==> config.mk <==
export PLATFORM = sky130hd
export DESIGN_NAME = debug_unit_controller
export DESIGN_NICKNAME = d
export VERILOG_FILES = /design/src/rtl/debug_unit_controller.sv
export SDC_FILE = /design/constraint.sdc
export NUM_CORES = 1
export LEC_CHECK = 0
export ABC_AREA = 1
export BUFFER_PORTS_ARGS = -buffer_cell sky130_fd_sc_hd__clkbuf_2
export CORE_MARGIN = 2
export CORE_UTILIZATION = 50
export DETAILED_ROUTE_END_ITERATION = 16
export MAX_ROUTING_LAYER = met4
export PLACE_DENSITY = 0.86
export REMOVE_ABC_BUFFERS = 1
export SYNTH_ARGS = -nofsm -noshare
export SYNTH_HDL_FRONTEND = slang
export SYNTH_SLANG_ARGS = --single-unit
==> constraint.sdc <==
create_clock -name i_clk -period 2.05 [get_ports i_clk]
set_clock_uncertainty 0.2 [all_clocks]
set_input_delay 0.1025 -clock i_clk [delete_from_list [all_inputs] [get_ports i_clk]]
set_output_delay 0.1025 -clock i_clk [all_outputs]
set_load 0.005 [all_outputs]
==> src/rtl/debug_unit_controller.sv <==
// -----------------------------------------------------------------------------
// debug_unit_controller
//
// Host-driven debug sequencer for the pipelined MIPS core. A byte-stream link
// (UART RX/TX byte interfaces) carries single-byte commands from the host:
//   'L' : load a program into instruction memory (4 bytes per word, MSB first,
//         terminated by the HALT word 0xFFFFFFFF or by the last memory slot)
//   'C' : run the pipeline continuously until HALT commits
//   'S' : advance the pipeline by exactly one clock
// After every run or step, PC and R0..R31 are streamed back to the host
// (132 bytes, each word MSB first).
//
// Ports
//   i_clk, i_reset          : clock, asynchronous active-low reset
//   i_rx_data, i_rx_valid   : received byte and its one-cycle strobe
//   o_tx_data, o_tx_start   : byte to send and its one-cycle start strobe
//   i_tx_done               : transmitter finished the current byte
//   o_imem_we/addr/data     : instruction-memory write port
//   o_pipeline_enable       : advances pipeline registers and PC
//   o_pipeline_flush        : one-cycle pulse clearing the pipeline, PC := 0
//   i_halt                  : HALT decoded and committed
//   i_pc                    : current PC
//   o_reg_addr, i_reg_data  : register-file debug read port (combinational)
//   o_halted                : program has reached HALT
//   o_state                 : current FSM state, for debug LEDs
// -----------------------------------------------------------------------------
module debug_unit_controller #(
    parameter int NB_DATA     = 32,
    parameter int IMEM_ADDR_W = 10,
    parameter int NB_REG_ADDR = 5
) (
    input  logic                   i_clk,
    input  logic                   i_reset,
    input  logic [7:0]             i_rx_data,
    input  logic                   i_rx_valid,
    output logic [7:0]             o_tx_data,
    output logic                   o_tx_start,
    input  logic                   i_tx_done,
    output logic                   o_imem_we,
    output logic [IMEM_ADDR_W-1:0] o_imem_addr,
    output logic [NB_DATA-1:0]     o_imem_data,
    output logic                   o_pipeline_enable,
    output logic                   o_pipeline_flush,
    input  logic                   i_halt,
    input  logic [NB_DATA-1:0]     i_pc,
    output logic [NB_REG_ADDR-1:0] o_reg_addr,
    input  logic [NB_DATA-1:0]     i_reg_data,
    output logic                   o_halted,
    output logic [2:0]             o_state
);

    typedef enum logic [2:0] {
        ST_IDLE      = 3'd0,
        ST_LOAD      = 3'd1,
        ST_LOAD_WR   = 3'd2,
        ST_RUN       = 3'd3,
        ST_STEP      = 3'd4,
        ST_DUMP_LD   = 3'd5,
        ST_DUMP_TX   = 3'd6,
        ST_DUMP_WAIT = 3'd7
    } state_e;

    localparam logic [7:0] CMD_LOAD = 8'h4C;
    localparam logic [7:0] CMD_CONT = 8'h43;
    localparam logic [7:0] CMD_STEP = 8'h53;

    // Dump index 0 is the PC, 1..2^NB_REG_ADDR are the registers.
    localparam int                IDX_W    = NB_REG_ADDR + 1;
    localparam logic [IDX_W-1:0] LAST_IDX = {1'b1, {NB_REG_ADDR{1'b0}}};

    state_e                 state_q, state_d;
    logic [7:0]             tx_data_q, tx_data_d;
    logic                   tx_start_q, tx_start_d;
    logic                   imem_we_q, imem_we_d;
    logic [IMEM_ADDR_W-1:0] imem_addr_q, imem_addr_d;
    logic [NB_DATA-1:0]     imem_data_q, imem_data_d;
    logic                   pipe_en_q, pipe_en_d;
    logic                   flush_q, flush_d;
    logic [NB_REG_ADDR-1:0] reg_addr_q, reg_addr_d;
    logic                   halted_q, halted_d;
    logic [1:0]             byte_cnt_q, byte_cnt_d;
    logic [IMEM_ADDR_W-1:0] word_addr_q, word_addr_d;
    logic [NB_DATA-1:0]     asm_q, asm_d;
    logic [IDX_W-1:0]       idx_q, idx_d;
    logic [NB_DATA-1:0]     dump_word_q, dump_word_d;

    logic [NB_DATA-1:0]     asm_next;
    logic [NB_DATA-1:0]     dump_sel;

    always_ff @(posedge i_clk or negedge i_reset) begin
        if (!i_reset) begin
            state_q     <= ST_IDLE;
            tx_data_q   <= '0;
            tx_start_q  <= 1'b0;
            imem_we_q   <= 1'b0;
            imem_addr_q <= '0;
            imem_data_q <= '0;
            pipe_en_q   <= 1'b0;
            flush_q     <= 1'b0;
            reg_addr_q  <= '0;
            halted_q    <= 1'b0;
            byte_cnt_q  <= '0;
            word_addr_q <= '0;
            asm_q       <= '0;
            idx_q       <= '0;
            dump_word_q <= '0;
        end else begin
            state_q     <= state_d;
            tx_data_q   <= tx_data_d;
            tx_start_q  <= tx_start_d;
            imem_we_q   <= imem_we_d;
            imem_addr_q <= imem_addr_d;
            imem_data_q <= imem_data_d;
            pipe_en_q   <= pipe_en_d;
            flush_q     <= flush_d;
            reg_addr_q  <= reg_addr_d;
            halted_q    <= halted_d;
            byte_cnt_q  <= byte_cnt_d;
            word_addr_q <= word_addr_d;
            asm_q       <= asm_d;
            idx_q       <= idx_d;
            dump_word_q <= dump_word_d;
        end
    end

    always_comb begin
        state_d     = state_q;
        tx_data_d   = tx_data_q;
        tx_start_d  = 1'b0;
        imem_we_d   = 1'b0;
        imem_addr_d = imem_addr_q;
        imem_data_d = imem_data_q;
        pipe_en_d   = 1'b0;
        flush_d     = 1'b0;
        reg_addr_d  = reg_addr_q;
        halted_d    = halted_q;
        byte_cnt_d  = byte_cnt_q;
        word_addr_d = word_addr_q;
        asm_d       = asm_q;
        idx_d       = idx_q;
        dump_word_d = dump_word_q;

        asm_next = {asm_q[NB_DATA-9:0], i_rx_data};
        dump_sel = (idx_q == '0) ? i_pc : i_reg_data;

        unique case (state_q)
            ST_IDLE: begin
                if (i_rx_valid) begin
                    if (i_rx_data == CMD_LOAD) begin
                        state_d     = ST_LOAD;
                        word_addr_d = '0;
                        byte_cnt_d  = '0;
                        halted_d    = 1'b0;
                    end else if (i_rx_data == CMD_CONT && !halted_q) begin
                        state_d = ST_RUN;
                    end else if (i_rx_data == CMD_STEP && !halted_q) begin
                        // Enable is registered, so raising it here makes it
                        // high for exactly the one cycle spent in STEP.
                        state_d   = ST_STEP;
                        pipe_en_d = 1'b1;
                    end
                end
            end

            ST_LOAD: begin
                if (i_rx_valid) begin
                    asm_d = asm_next;
                    if (byte_cnt_q == 2'd3) begin
                        state_d     = ST_LOAD_WR;
                        byte_cnt_d  = '0;
                        imem_we_d   = 1'b1;
                        imem_addr_d = word_addr_q;
                        imem_data_d = asm_next;
                    end else begin
                        byte_cnt_d = byte_cnt_q + 1'b1;
                    end
                end
            end

            ST_LOAD_WR: begin
                // The write is on the bus this cycle; decide whether the
                // program is complete (HALT word or memory full).
                if (imem_data_q == '1 || word_addr_q == '1) begin
                    state_d = ST_IDLE;
                    flush_d = 1'b1;
                end else begin
                    state_d     = ST_LOAD;
                    word_addr_d = word_addr_q + 1'b1;
                end
            end

            ST_RUN: begin
                if (i_halt) begin
                    state_d    = ST_DUMP_LD;
                    halted_d   = 1'b1;
                    idx_d      = '0;
                    reg_addr_d = '0;
                    byte_cnt_d = '0;
                end else begin
                    pipe_en_d = 1'b1;
                end
            end

            ST_STEP: begin
                state_d    = ST_DUMP_LD;
                halted_d   = halted_q | i_halt;
                idx_d      = '0;
                reg_addr_d = '0;
                byte_cnt_d = '0;
            end

            ST_DUMP_LD: begin
                // o_reg_addr was registered on the way in, so i_reg_data has
                // settled by now. Byte 0 goes out immediately; the remaining
                // three are shifted up for later.
                state_d     = ST_DUMP_TX;
                tx_data_d   = dump_sel[NB_DATA-1 -: 8];
                tx_start_d  = 1'b1;
                dump_word_d = {dump_sel[NB_DATA-9:0], 8'h00};
                byte_cnt_d  = '0;
            end

            ST_DUMP_TX: begin
                state_d = ST_DUMP_WAIT;
            end

            ST_DUMP_WAIT: begin
                if (i_tx_done) begin
                    if (byte_cnt_q == 2'd3) begin
                        if (idx_q == LAST_IDX) begin
                            state_d = ST_IDLE;
                        end else begin
                            state_d    = ST_DUMP_LD;
                            idx_d      = idx_q + 1'b1;
                            // Register k-1 backs dump index k.
                            reg_addr_d = idx_q[NB_REG_ADDR-1:0];
                        end
                    end else begin
                        state_d     = ST_DUMP_TX;
                        byte_cnt_d  = byte_cnt_q + 1'b1;
                        tx_data_d   = dump_word_q[NB_DATA-1 -: 8];
                        tx_start_d  = 1'b1;
                        dump_word_d = {dump_word_q[NB_DATA-9:0], 8'h00};
                    end
                end
            end

            default: begin
                state_d = ST_IDLE;
            end
        endcase
    end

    assign o_tx_data         = tx_data_q;
    assign o_tx_start        = tx_start_q;
    assign o_imem_we         = imem_we_q;
    assign o_imem_addr       = imem_addr_q;
    assign o_imem_data       = imem_data_q;
    assign o_pipeline_enable = pipe_en_q;
    assign o_pipeline_flush  = flush_q;
    assign o_reg_addr        = reg_addr_q;
    assign o_halted          = halted_q;
    assign o_state           = state_q;

endmodule

## Word-level counts from Yosys, hierarchy flattened

Cells that the tools add are included.

- $add $sub $neg: 3
- Equal/unequal tests: 25
- Multiplexer cells: 59
- Bitwise logic cells: 1
- Reductions and logical operators: 20

Operators by type and width:

| operator | count |
|---|---|
| $mux 32 | 3 |
| $pmux 32 s2 | 1 |
| $eq 32x32->1 const B | 1 |
| $mux 10 | 3 |
| $mux 3 | 10 |
| $eq 8x7->1 const B | 3 |
| $mux 6 | 4 |
| $pmux 3 s8 | 1 |
| $mux 5 | 4 |
| $ne 2x2->1 const B | 10 |
| $pmux 10 s2 | 1 |
| $pmux 6 s3 | 1 |
| $mux 1 | 16 |
| $mux 8 | 2 |
| $pmux 8 s2 | 1 |
| $pmux 5 s3 | 1 |
| $mux 2 | 7 |
| $eq 3x3->1 const B | 4 |
| $add 10x1->10 const B | 1 |
| $eq 10x10->1 const B | 1 |
| $pmux 2 s5 | 1 |
| $reduce_and 4->1 | 2 |
| $reduce_and 7->1 | 1 |
| $add 6x1->6 const B | 1 |
| other kinds (22) | 28 |

- Register bits after elaboration: 137
- Input bits: 77
- Output and inout port bits: 63
- Logic and storage cells: 123

## Longest topological paths before layout

- Depth in word-level cells: 7
- Depth in mapped cells: 11
- Depth with buffers taken out: 10

## Worst setup path after synthesis

No wires, ideal clock.

- Path kind: register to register
- Start: register idx_q[0]
- End: register dump_word_q[31]
- Setup time: 127 ps
- Data arrival time: 1,515 ps
- Data required time: 1,723 ps
- Slack: 208 ps
- Cell stages (with the launch flop): 10
- Path buffers: 1
- Clock period less this slack: 1,842 ps
- Cells stage by stage: dfrtp_1 > inv_1 > ha_1 > nand2_1 > nor2_1 > nand3_1 > clkbuf_1 > or2_2 > o211ai_1 > a21oi_1

- Longest elaborated chain between the ends: 3

Ends and longest elaborated chain:

| element | RTL line | RTL |
|---|---|---|
| start: declaration | 84 | `logic [IDX_W-1:0] idx_q, idx_d;` |
| start signal: assignment | 121 | `idx_q <= idx_d;` |
| $logic_not 6->1 | 144 | `dump_sel = (idx_q == '0) ? i_pc : i_reg_data;` |
| $mux 32 | 144 |  |
| $pmux 32 s2 | 146 | `unique case (state_q)` |
| end signal: assignment | 122 | `dump_word_q <= dump_word_d;` |
| end: declaration | 85 | `logic [NB_DATA-1:0] dump_word_q, dump_word_d;` |

Every way passes these cells.
A chain may end at the register's enable or synchronous reset.

## Worst setup path in the final report

- Start: register idx_q[1]
- End: register dump_word_q[9]

Same word-level chain as after synthesis.

==> flow_metrics.env <==
export IMPL_run_status="complete, but fails checks"
export IMPL_violations="negative setup slack"
export IMPL_final_setup_viol_count=14
export IMPL_grt_pass1_wl_um=30000
export IMPL_min_period_ns=2.23
export IMPL_seqCellArea_um2=3230
export IMPL_startpoint_type="flop"
export IMPL_ir_worst_vdd_mv=1.12
export IMPL_fmax_ghz=0.449
export IMPL_coreArea_um2=12000
export IMPL_finalWorstSetupSlack_ns=-0.177
export IMPL_vias=6641
export IMPL_ys_async_sr_fraction_pct=100
export IMPL_finalHoldViolations=0
export IMPL_io_buffers=139
export IMPL_via_per_inst=5.85
export IMPL_insertion_delay_ns=0.43
export IMPL_clk_path_buf_depth=2
export IMPL_yosys_warnings=0
export IMPL_rows=40
export IMPL_routed_wl_um=21700
export IMPL_grt_overflow_total=0
export IMPL_wire_per_inst_um=19.1
export IMPL_cap_violations=0
export IMPL_r2r_start="idx_q[1]$_DFFE_PN0P_"
export IMPL_grtUsageTotal_pct=30.4
export IMPL_grt_pass1_vias=6253
export IMPL_gp_congestion=0.877
export IMPL_drive_gt1_share_pct=25.8
export IMPL_critical_path_class="reg2reg"
export IMPL_synth_top_cell_area_share_pct=52.8
export IMPL_ant_nets=0
export IMPL_htree_levels=4
export IMPL_reg2regPathDepth=10
export IMPL_syn_avg_cell_area_um2=8.28
export IMPL_drtPass1Iterations=6
export IMPL_slew_violations=0
export IMPL_pre_cts_ws_ns=0.0609
export IMPL_clock_root_buffer="clkbuf_16"
export IMPL_cts_sinks=129
export IMPL_multi_input_area_um2=2540
export IMPL_drcViolationCount=0
export IMPL_final_nets=1057
export IMPL_synth_seq_area_share_pct=52.8
export IMPL_synth_area_top_cells="dfrtp_1 (53%), nand2_1 (13%), o21ai_0 (5.7%)"
export IMPL_endpoint_kind="flop"
export IMPL_syn_area_um2=6110
export IMPL_yosys_area_top_type="dfrtp_1"
export IMPL_leakage_nw=4.33
export IMPL_synth_edff_count=0
export IMPL_synth_seq_cells=129
export IMPL_die_y_um=115
export IMPL_crit_start="idx_q[1]$_DFFE_PN0P_"
export IMPL_synth_cells=738
export IMPL_hpwl_um=10100
export IMPL_min_path_type="in2async"
export IMPL_synthDistinctLibCells=32
export IMPL_required_ns=2.14
export IMPL_relSlewSlack_pct=53.4
export IMPL_antenna_cells=0
export IMPL_fillers=747
export IMPL_fin_crit_sh_pct=109
export IMPL_die_x_um=115
export IMPL_cts_tree="done"
export IMPL_p_total_mw=12.5
export IMPL_cts_clk_slew_worst_paths_ns=0.07
export IMPL_tightest_slew_ns=0.699
export IMPL_antenna_found_initial=0
export IMPL_drt_iter0_drc=944
export IMPL_initial_utilization_pct=51.1
export IMPL_yosysMostFrequentCell="nand2_1"
export IMPL_p_per_area_nw_per_um2=1450
export IMPL_rsz0062_at_grt="true"
export IMPL_cts_buffers=17
export IMPL_tns_ns=-1.07
export IMPL_ioPinCount=140
export IMPL_area_growth_pct=41.3
export IMPL_synth_common_cells="nand2_1 (206), dfrtp_1 (129), o21ai_0 (69), nand3_1 (60), nor2_1 (54)"
export IMPL_cp_max_fo=12
export IMPL_worstPathArrival_ns=2.32
export IMPL_grt_max_degree=130
export IMPL_synthFlopType="dfrtp_1"
export IMPL_dieArea_um2=13100
[stage by stage]
stage	cells	utilization, %	area [um2]	hold slack (ns)
final	1136	72.2	8630	0.0997
after global routing	1136	72.2	8630	0.172
after global placement	1014	58.7	7020	0.0587
after CTS	1122	69.9	8360	0.179
after detailed placement	1014	58.7	7020	0.0657
after floorplan	705	-	5910	-0.393
[metal layers]
metal	vias to the layer above	track usage, %	wire length (um)
li1	2889	-	-
met1	3040	34.4	7810
met2	520	49.1	10300
met3	192	8.10	1940
met4	0	16.6	1650
met5	-	-	0
[final cells by class]
class / instances / area share, %
Sequential cell: 129 / 37.4
Multi-Input combinational cell: 518 / 29.4
Timing Repair Buffer: 252 / 21.7
Clock buffer: 17 / 4.93
Inverter: 58 / 2.65
Tap cell: 147 / 2.13
Clock inverter: 15 / 1.74
[power by group]
part / internal [mW] / switching (mW)
Combinational: 2.25 / 3.06
Sequential: 3.49 / 0.731
Clock: 1.71 / 1.29
[state kept, by name (all words and copies together), names as in the netlist, 3 cells and up]
name         count
o_reg_addr       5
o_imem_data     32
o_tx_data        8
o_imem_addr     10
idx_q            6
dump_word_q     24
asm_q           24
word_addr_q     10
o_state          3
[path summary, 6_finish.rpt]
check	endpoint	slack [ns]
worst min-delay path	o_imem_data[24]$_DFFE_PN0P_	0.1
worst min register to register	o_imem_addr[8]$_DFFE_PN0P_	0.27
min in group i_clk	o_imem_addr[8]$_DFFE_PN0P_	0.27
worst max-delay path	dump_word_q[9]$_DFFE_PN0P_	-0.18
max in group asynchronous	o_state[2]$_DFFE_PN0P_	0.96
worst max register to register	dump_word_q[9]$_DFFE_PN0P_	-0.18
[placed cells by master (no fill, tap or decap), drive strengths merged]
| master | synthesis | routed |
|---|---|---|
| nand2 | 209 | 209 |
| clkbuf | 10 | 159 |
| dfrtp | 129 | 129 |
| o21ai | 104 | 104 |
| dlygate4sd3 | 0 | 76 |
| inv | 57 | 64 |
| nand3 | 60 | 60 |
| nor2 | 60 | 60 |
| buf | 23 | 34 |
| a21oi | 29 | 29 |
| o21a | 15 | 15 |
| o211ai | 10 | 10 |
| or2 | 10 | 10 |
| nor3 | 6 | 6 |
| nand4 | 6 | 6 |
| clkinv | 1 | 5 |
| ha | 4 | 4 |
| clkinvlp | 0 | 3 |
| xor2 | 3 | 3 |
| xnor2 | 1 | 1 |
| o31ai | 1 | 1 |
| bufinv | 0 | 1 |
[cells by family after synthesis]
group           Yosys count  share of synthesized area [%]
simple gates            351                           24.6
compound gates          159                           14.3
flops                   129                           52.8
buf+inv                  91                           6.90
xor+xnor                  4                          0.574
fa+ha+maj                 4                          0.819
[what timing repair did]
item,CTS,global route
pin swaps,0,12
buffers inserted,0,10
resized for setup,1,45
setup endpoints to repair,1,88
hold buffers,76,0
cloned,0,4
hold endpoints to repair,182,0
[worst max-delay path, stage by stage (launching register included)]
cell and delay (ns):
dfrtp_1 0.40, inv_2 0.07, ha_4 0.17, nand2_4 0.06, nor2_4 0.05, nand3_4 0.12, buf_12 0.13, clkinvlp_4 0.19
buf_6 0.21, o21ai_1 0.35, o21ai_1 0.13
Note: power is estimated with default switching activity, not from simulation.
